## src/rtl/wakeup_pkg.sv

```systemverilog
// Shared widths, the broadcast slot type and small helpers for the
// issue-queue wakeup tracker.
package wakeup_pkg;

   localparam int PRF_WIDTH = 6;
   localparam int IQ_DEPTH  = 16;
   localparam int NUM_WB    = 4;
   localparam int MAX_LAT   = 4;
   localparam int IDX_W     = $clog2(IQ_DEPTH);
   localparam int LAT_W     = $clog2(MAX_LAT + 1);

   typedef struct packed {
      logic                 vld;
      logic [PRF_WIDTH-1:0] tag;
   } bcast_slot_t;

   // Out-of-range latencies (0 or above MAX_LAT) fall back to the slowest slot.
   function automatic logic [LAT_W-1:0] eff_lat(input logic [LAT_W-1:0] lat);
      if (lat == '0 || lat > LAT_W'(MAX_LAT)) return LAT_W'(MAX_LAT);
      return lat;
   endfunction

   function automatic logic tag_match(input logic [PRF_WIDTH-1:0]             tag,
                                      input logic [NUM_WB-1:0]                vld,
                                      input logic [NUM_WB-1:0][PRF_WIDTH-1:0] tags);
      logic hit;
      hit = 1'b0;
      for (int c = 0; c < NUM_WB; c++) begin
         if (vld[c] && tags[c] == tag) hit = 1'b1;
      end
      return hit;
   endfunction

endpackage

```

## src/rtl/wb_delay_line.sv

```systemverilog
// Per-channel latency delay line: a grant is parked in slot L-1 and walks
// down one slot per cycle until it is broadcast from slot 0.
module wb_delay_line
   import wakeup_pkg::*;
(
   input  logic                 clk,
   input  logic                 rst,
   input  logic                 flush,
   input  logic                 grant_vld,
   input  logic [PRF_WIDTH-1:0] grant_prd,
   input  logic                 grant_wen,
   input  logic [LAT_W-1:0]     grant_lat,
   output bcast_slot_t          head,
   output logic                 conflict
);

   bcast_slot_t      stage_q [MAX_LAT];
   bcast_slot_t      stage_d [MAX_LAT];
   bcast_slot_t      shifted [MAX_LAT];
   logic             ins;
   logic             conflict_d;
   logic [LAT_W-1:0] slot;

   always_comb begin
      for (int k = 0; k < MAX_LAT - 1; k++) shifted[k] = stage_q[k+1];
      shifted[MAX_LAT-1] = '0;

      ins        = grant_vld & grant_wen & (grant_prd != '0) & ~flush;
      slot       = eff_lat(grant_lat) - LAT_W'(1);
      conflict_d = 1'b0;

      for (int k = 0; k < MAX_LAT; k++) stage_d[k] = shifted[k];

      // The older wakeup already owns the slot; the new grant is lost.
      for (int k = 0; k < MAX_LAT; k++) begin
         if (ins && slot == LAT_W'(k)) begin
            if (shifted[k].vld) conflict_d = 1'b1;
            else                stage_d[k] = '{vld: 1'b1, tag: grant_prd};
         end
      end

      if (flush) begin
         for (int k = 0; k < MAX_LAT; k++) stage_d[k] = '0;
      end
   end

   always_ff @(posedge clk or posedge rst) begin
      if (rst) begin
         for (int k = 0; k < MAX_LAT; k++) stage_q[k] <= '0;
         conflict <= 1'b0;
      end else begin
         for (int k = 0; k < MAX_LAT; k++) stage_q[k] <= stage_d[k];
         conflict <= conflict_d;
      end
   end

   assign head = stage_q[0];

endmodule

```

## src/rtl/wakeup_ctrl.sv

```systemverilog
// Operand-ready tracker for one issue queue: per-entry ready bits woken by
// delayed destination-tag broadcasts, with a same-cycle bypass.
module wakeup_ctrl
   import wakeup_pkg::*;
(
   input  logic                                clk,
   input  logic                                rst,
   input  logic                                flush,
   input  logic                                alloc_vld,
   input  logic [IDX_W-1:0]                    alloc_idx,
   input  logic [PRF_WIDTH-1:0]                alloc_prs1,
   input  logic [PRF_WIDTH-1:0]                alloc_prs2,
   input  logic                                alloc_rdy1,
   input  logic                                alloc_rdy2,
   input  logic [IQ_DEPTH-1:0]                 dealloc_vld,
   input  logic [NUM_WB-1:0]                   grant_vld,
   input  logic [NUM_WB-1:0][PRF_WIDTH-1:0]    grant_prd,
   input  logic [NUM_WB-1:0]                   grant_wen,
   input  logic [NUM_WB-1:0][LAT_W-1:0]        grant_lat,
   output logic [NUM_WB-1:0]                   bus_vld,
   output logic [NUM_WB-1:0][PRF_WIDTH-1:0]    bus_tag,
   output logic [IQ_DEPTH-1:0]                 prs1_rdy,
   output logic [IQ_DEPTH-1:0]                 prs2_rdy,
   output logic [IQ_DEPTH-1:0]                 entry_rdy,
   output logic [NUM_WB-1:0]                   wb_conflict
);

   bcast_slot_t head [NUM_WB];

   for (genvar c = 0; c < NUM_WB; c++) begin : g_ch
      wb_delay_line u_delay (
         .clk       (clk),
         .rst       (rst),
         .flush     (flush),
         .grant_vld (grant_vld[c]),
         .grant_prd (grant_prd[c]),
         .grant_wen (grant_wen[c]),
         .grant_lat (grant_lat[c]),
         .head      (head[c]),
         .conflict  (wb_conflict[c])
      );
      assign bus_vld[c] = head[c].vld;
      assign bus_tag[c] = head[c].tag;
   end

   logic [IQ_DEPTH-1:0]  valid_q;
   logic [IQ_DEPTH-1:0]  rdy1_q;
   logic [IQ_DEPTH-1:0]  rdy2_q;
   logic [PRF_WIDTH-1:0] prs1_q [IQ_DEPTH];
   logic [PRF_WIDTH-1:0] prs2_q [IQ_DEPTH];
   logic [IQ_DEPTH-1:0]  match1;
   logic [IQ_DEPTH-1:0]  match2;
   logic                 alloc_r1;
   logic                 alloc_r2;

   always_comb begin
      for (int i = 0; i < IQ_DEPTH; i++) begin
         match1[i] = tag_match(prs1_q[i], bus_vld, bus_tag);
         match2[i] = tag_match(prs2_q[i], bus_vld, bus_tag);
      end
      prs1_rdy  = rdy1_q | match1;
      prs2_rdy  = rdy2_q | match2;
      entry_rdy = valid_q & prs1_rdy & prs2_rdy;
      // A new entry also catches a wakeup that is on the bus this very cycle.
      alloc_r1  = alloc_rdy1 | (alloc_prs1 == '0) | tag_match(alloc_prs1, bus_vld, bus_tag);
      alloc_r2  = alloc_rdy2 | (alloc_prs2 == '0) | tag_match(alloc_prs2, bus_vld, bus_tag);
   end

   always_ff @(posedge clk or posedge rst) begin
      if (rst) begin
         valid_q <= '0;
         rdy1_q  <= '0;
         rdy2_q  <= '0;
         for (int i = 0; i < IQ_DEPTH; i++) begin
            prs1_q[i] <= '0;
            prs2_q[i] <= '0;
         end
      end else begin
         for (int i = 0; i < IQ_DEPTH; i++) begin
            rdy1_q[i] <= rdy1_q[i] | match1[i];
            rdy2_q[i] <= rdy2_q[i] | match2[i];
            if (dealloc_vld[i]) valid_q[i] <= 1'b0;
            if (alloc_vld && alloc_idx == IDX_W'(i)) begin
               valid_q[i] <= 1'b1;
               prs1_q[i]  <= alloc_prs1;
               prs2_q[i]  <= alloc_prs2;
               rdy1_q[i]  <= alloc_r1;
               rdy2_q[i]  <= alloc_r2;
            end
            if (flush) valid_q[i] <= 1'b0;
         end
      end
   end

endmodule

```

## config.mk

```make
export PLATFORM = sky130hd
export DESIGN_NAME = wakeup_ctrl
export DESIGN_NICKNAME = d
export VERILOG_FILES = /design/src/rtl/wakeup_pkg.sv /design/src/rtl/wb_delay_line.sv /design/src/rtl/wakeup_ctrl.sv
export SDC_FILE = /design/constraint.sdc
export NUM_CORES = 1
export LEC_CHECK = 0
export CORE_MARGIN = 4
export CORE_UTILIZATION = 50
export CTS_BUF_LIST = sky130_fd_sc_hd__clkbuf_16
export CTS_CLUSTER_SIZE = 8
export DETAILED_ROUTE_END_ITERATION = 8
export PLACE_DENSITY = 0.73
export SLEW_MARGIN = 20
export SYNTH_ARGS = -nofsm -noshare
export SYNTH_HDL_FRONTEND = slang
export SYNTH_SLANG_ARGS = --single-unit
```

## constraint.sdc

```tcl
create_clock -name clk -period 20.8 [get_ports clk]
set_clock_uncertainty 0.15 [all_clocks]
set_input_delay 4.16 -clock clk [delete_from_list [all_inputs] [get_ports clk]]
set_output_delay 4.16 -clock clk [all_outputs]
set_load 0.005 [all_outputs]
```

==> impl_metrics.tcl <==
set metrics [dict create \
    synthCells 2503 \
    setup_tns_ns 0 \
    dieWidth_um 232 \
    vdd_drop_max_uv 59.4 \
    yosysMostFrequentCell "xor2_1" \
    yosys_warnings 0 \
    synth_edf_count 0 \
    ant_nets 0 \
    grtUsageTotal 0.275 \
    dieArea_sq_mm 0.0537 \
    cap_violations 0 \
    synth_ff_type "dfrtp_1" \
    p_per_area_mw_per_mm2 84.2 \
    critPathRequiredTime_ns 16.49 \
    end_kind "output port" \
    yosys-top-cells-count "450 x xor2_1, 366 x xnor2_1, 356 x dfrtp_1, 185 x mux2_2, 153 x clkbuf_1" \
    min_path_cells 2 \
    reg2reg_depth 6 \
    final-hold-violation-count 0 \
    first_global_vias 19222 \
    start_util 0.508 \
    synthTopCellsByArea "dfrtp_1 36%, xor2_1 16%, xnor2_1 13%" \
    rsz0062_at_grt "no" \
    clock-sinks 356 \
    relSlewSlack 0.208 \
    worstPathMaxFanout 20 \
    worstSetupPathType "reg -> out" \
    gp_congestion 0.858 \
    first_iter_violations 1562 \
    whs_ns 0.332 \
    fin_crit_ns 8.26 \
    grt_pass1_wl_mm 115 \
    async_flop_share 1.00 \
    cts_made_buffers 50 \
    via_per_inst 5.97 \
    ctsRootBufferMaster "clkbuf_16" \
    post_cts_resize_count 0 \
    finalMaxSlewViolations 0 \
    core_area_sq_mm 0.0493 \
    port_buffers 161 \
    row_count 81 \
    avgSynthCellArea_sq_um 10.0 \
    ff2ff_setup_slack_ns 17.59 \
    reg2reg_to "rdy2_q[7]$_DFF_PP0_" \
    finalPower_mw 2.32 \
    holdCritPathClass "reg -> reg" \
    worstMarginPinSlew_ns 1.18 \
    seq_area_frac_synth 0.356 \
    fin_crit_sh 0.397 \
    finalSetupViolations 0 \
    areaGrowthSynthToFinish_pct 10.0 \
    setup_slack_ns 12.54 \
    status "complete, no violations" \
    grt_max_degree 140 \
    cts_buffer_depth 3 \
    io_pins 162 \
    antenna_found_initial 0 \
    p_leak_nw 11.9 \
    cp-start-kind "flip-flop" \
    remaining_drc_errors 0 \
    arrival_ns 3.95 \
    wl_per_cell_um 24.2 \
    worstHoldEndpoint "g_ch[0].u_delay.shifted[14]$_DFF_PP0_" \
    htree_levels 2 \
    r2r-start "g_ch[1].u_delay.head[2]$_DFF_PP0_" \
    ys_ff_latch 356 \
    num-nets-final 2488 \
    dr.pass1.iters 5 \
    clk_latency_ns 0.61 \
    syn_area_sq_mm 0.0250 \
    synth_top_area_frac 0.356 \
    synth_fp_nets 2589 \
    drive_above_1_share 0.146 \
    synthDistinctLibCells 51 \
    synth_area_leader_cell "dfrtp_1" \
    min-delay-start "g_ch[0].u_delay.shifted[7]$_DFF_PP0_" \
    cts_tree "done" \
    wirelength_mm 74.7 \
    post_cts_buffers 0 \
    overflow 0 \
    n_antenna_cell 0 \
    fmax_mhz 121 \
    cts_hold_buf 0 \
    place_hpwl_mm 43.4 \
    vias 18408 \
    dp_slack_ns 13.17 \
    clkTransAtPathRegs_ns 0.05 \
    die_y_um 232 \
]
## cells by family (layout without fill, tap and decap cells)
family	Yosys count	after routing	synth area share
XOR/XNOR	816	816	0.285
AND/OR/NAND/NOR	531	531	0.123
buffers and inverters	423	339	0.0802
flip-flops	356	356	0.356
multiplexers	300	300	0.130
AO/OA/AOI/OAI	73	73	0.0241
adder cells (fa/ha/maj)	4	4	0.00200
## layout by cell type, fill, tap and decap left out, types with 5 or more instances in the layout
cell / synthesis / layout
and2_1: 25 / 25
nor4_4: 3 / 5
nor3b_1: 17 / 17
dfrtp_1: 356 / 332
nand4_1: 106 / 106
nand2_1: 8 / 8
xnor2_1: 366 / 366
nor2_1: 147 / 145
mux2i_1: 108 / 108
mux2_1: 7 / 7
nor2b_1: 7 / 7
buf_4: 68 / 55
a21oi_1: 23 / 23
inv_1: 53 / 68
mux2_2: 185 / 185
xor2_1: 450 / 450
clkdlybuf4s50_1: 0 / 156
nand3_1: 8 / 8
clkbuf_16: 0 / 50
nand2b_1: 12 / 12
dfrtp_2: 0 / 24
nor4_1: 131 / 129
a41o_1: 30 / 30
or2_2: 6 / 6
nor3_1: 34 / 34
## flip-flops by register name (all words and copies together) (netlist names)
register and count:
prs1_q 96, rdy1_q 16, g_ch.u_delay.head 28, prs2_q 96
rdy2_q 16, g_ch.u_delay.shifted 84, valid_q 16, g_ch.u_delay.conflict 4
## layout make-up
cell class	instances	area [sq um]
fillers	4204	21700
well taps	664	831
multi-input cells	1724	14200
inverters	53	206
clock buffers	50	1250
repair buffers	217	2030
clock inverters	19	136
flip-flops and latches	356	8940
## worst max-delay path by stage
stage | to | start | depth (start not counted) | slack [ns]
global placement | entry_rdy[10] | g_ch[1].u_delay.head[2]$_DFF_PP0_ | 7 | 13.22
floorplan | g_ch[0].u_delay.conflict$_DFF_PP0_ | rst | 1 | 6.61
CTS | entry_rdy[10] | g_ch[1].u_delay.head[2]$_DFF_PP0_ | 7 | 12.52
detailed placement | entry_rdy[10] | g_ch[1].u_delay.head[2]$_DFF_PP0_ | 7 | 13.17
global route | entry_rdy[10] | g_ch[1].u_delay.head[2]$_DFF_PP0_ | 7 | 12.37
finish | entry_rdy[7] | g_ch[1].u_delay.head[2]$_DFF_PP0_ | 7 | 12.54
## through the flow
stage / area (sq um) / std cells / utilization
CTS: 27500 / 3082 / 0.559
floorplan: 25000 / 2503 / -
global placement: 26100 / 3013 / 0.531
detailed placement: 26100 / 3013 / 0.531
global route: 27600 / 3083 / 0.559
finish: 27600 / 3083 / 0.559
## power breakdown
part	internal, mW	switching [mW]
clock	0.428	0.310
sequential	0.801	0.198
combinational	0.335	0.249
total	1.56	0.756
## critical path: stages (launching register included)
cell	delay (ns)
dfrtp_2	0.74
buf_4	0.52
xor2_1	0.20
nor3_1	0.07
a41o_1	0.23
nor4_1	0.92
nor3b_1	0.14
clkdlybuf4s50_1	0.50
## layer usage
| metal | track usage | share of wire | vias to the layer above |
|---|---|---|---|
| met4 | 0.108 | 0.038 | 0 |
| met1 | 0.360 | 0.40 | 9236 |
| met5 | 0 | 0 | - |
| li1 | - | - | 8002 |
| met2 | 0.435 | 0.45 | 928 |
| met3 | 0.0765 | 0.11 | 242 |
No activity file was read; power rests on OpenSTA's default activity.
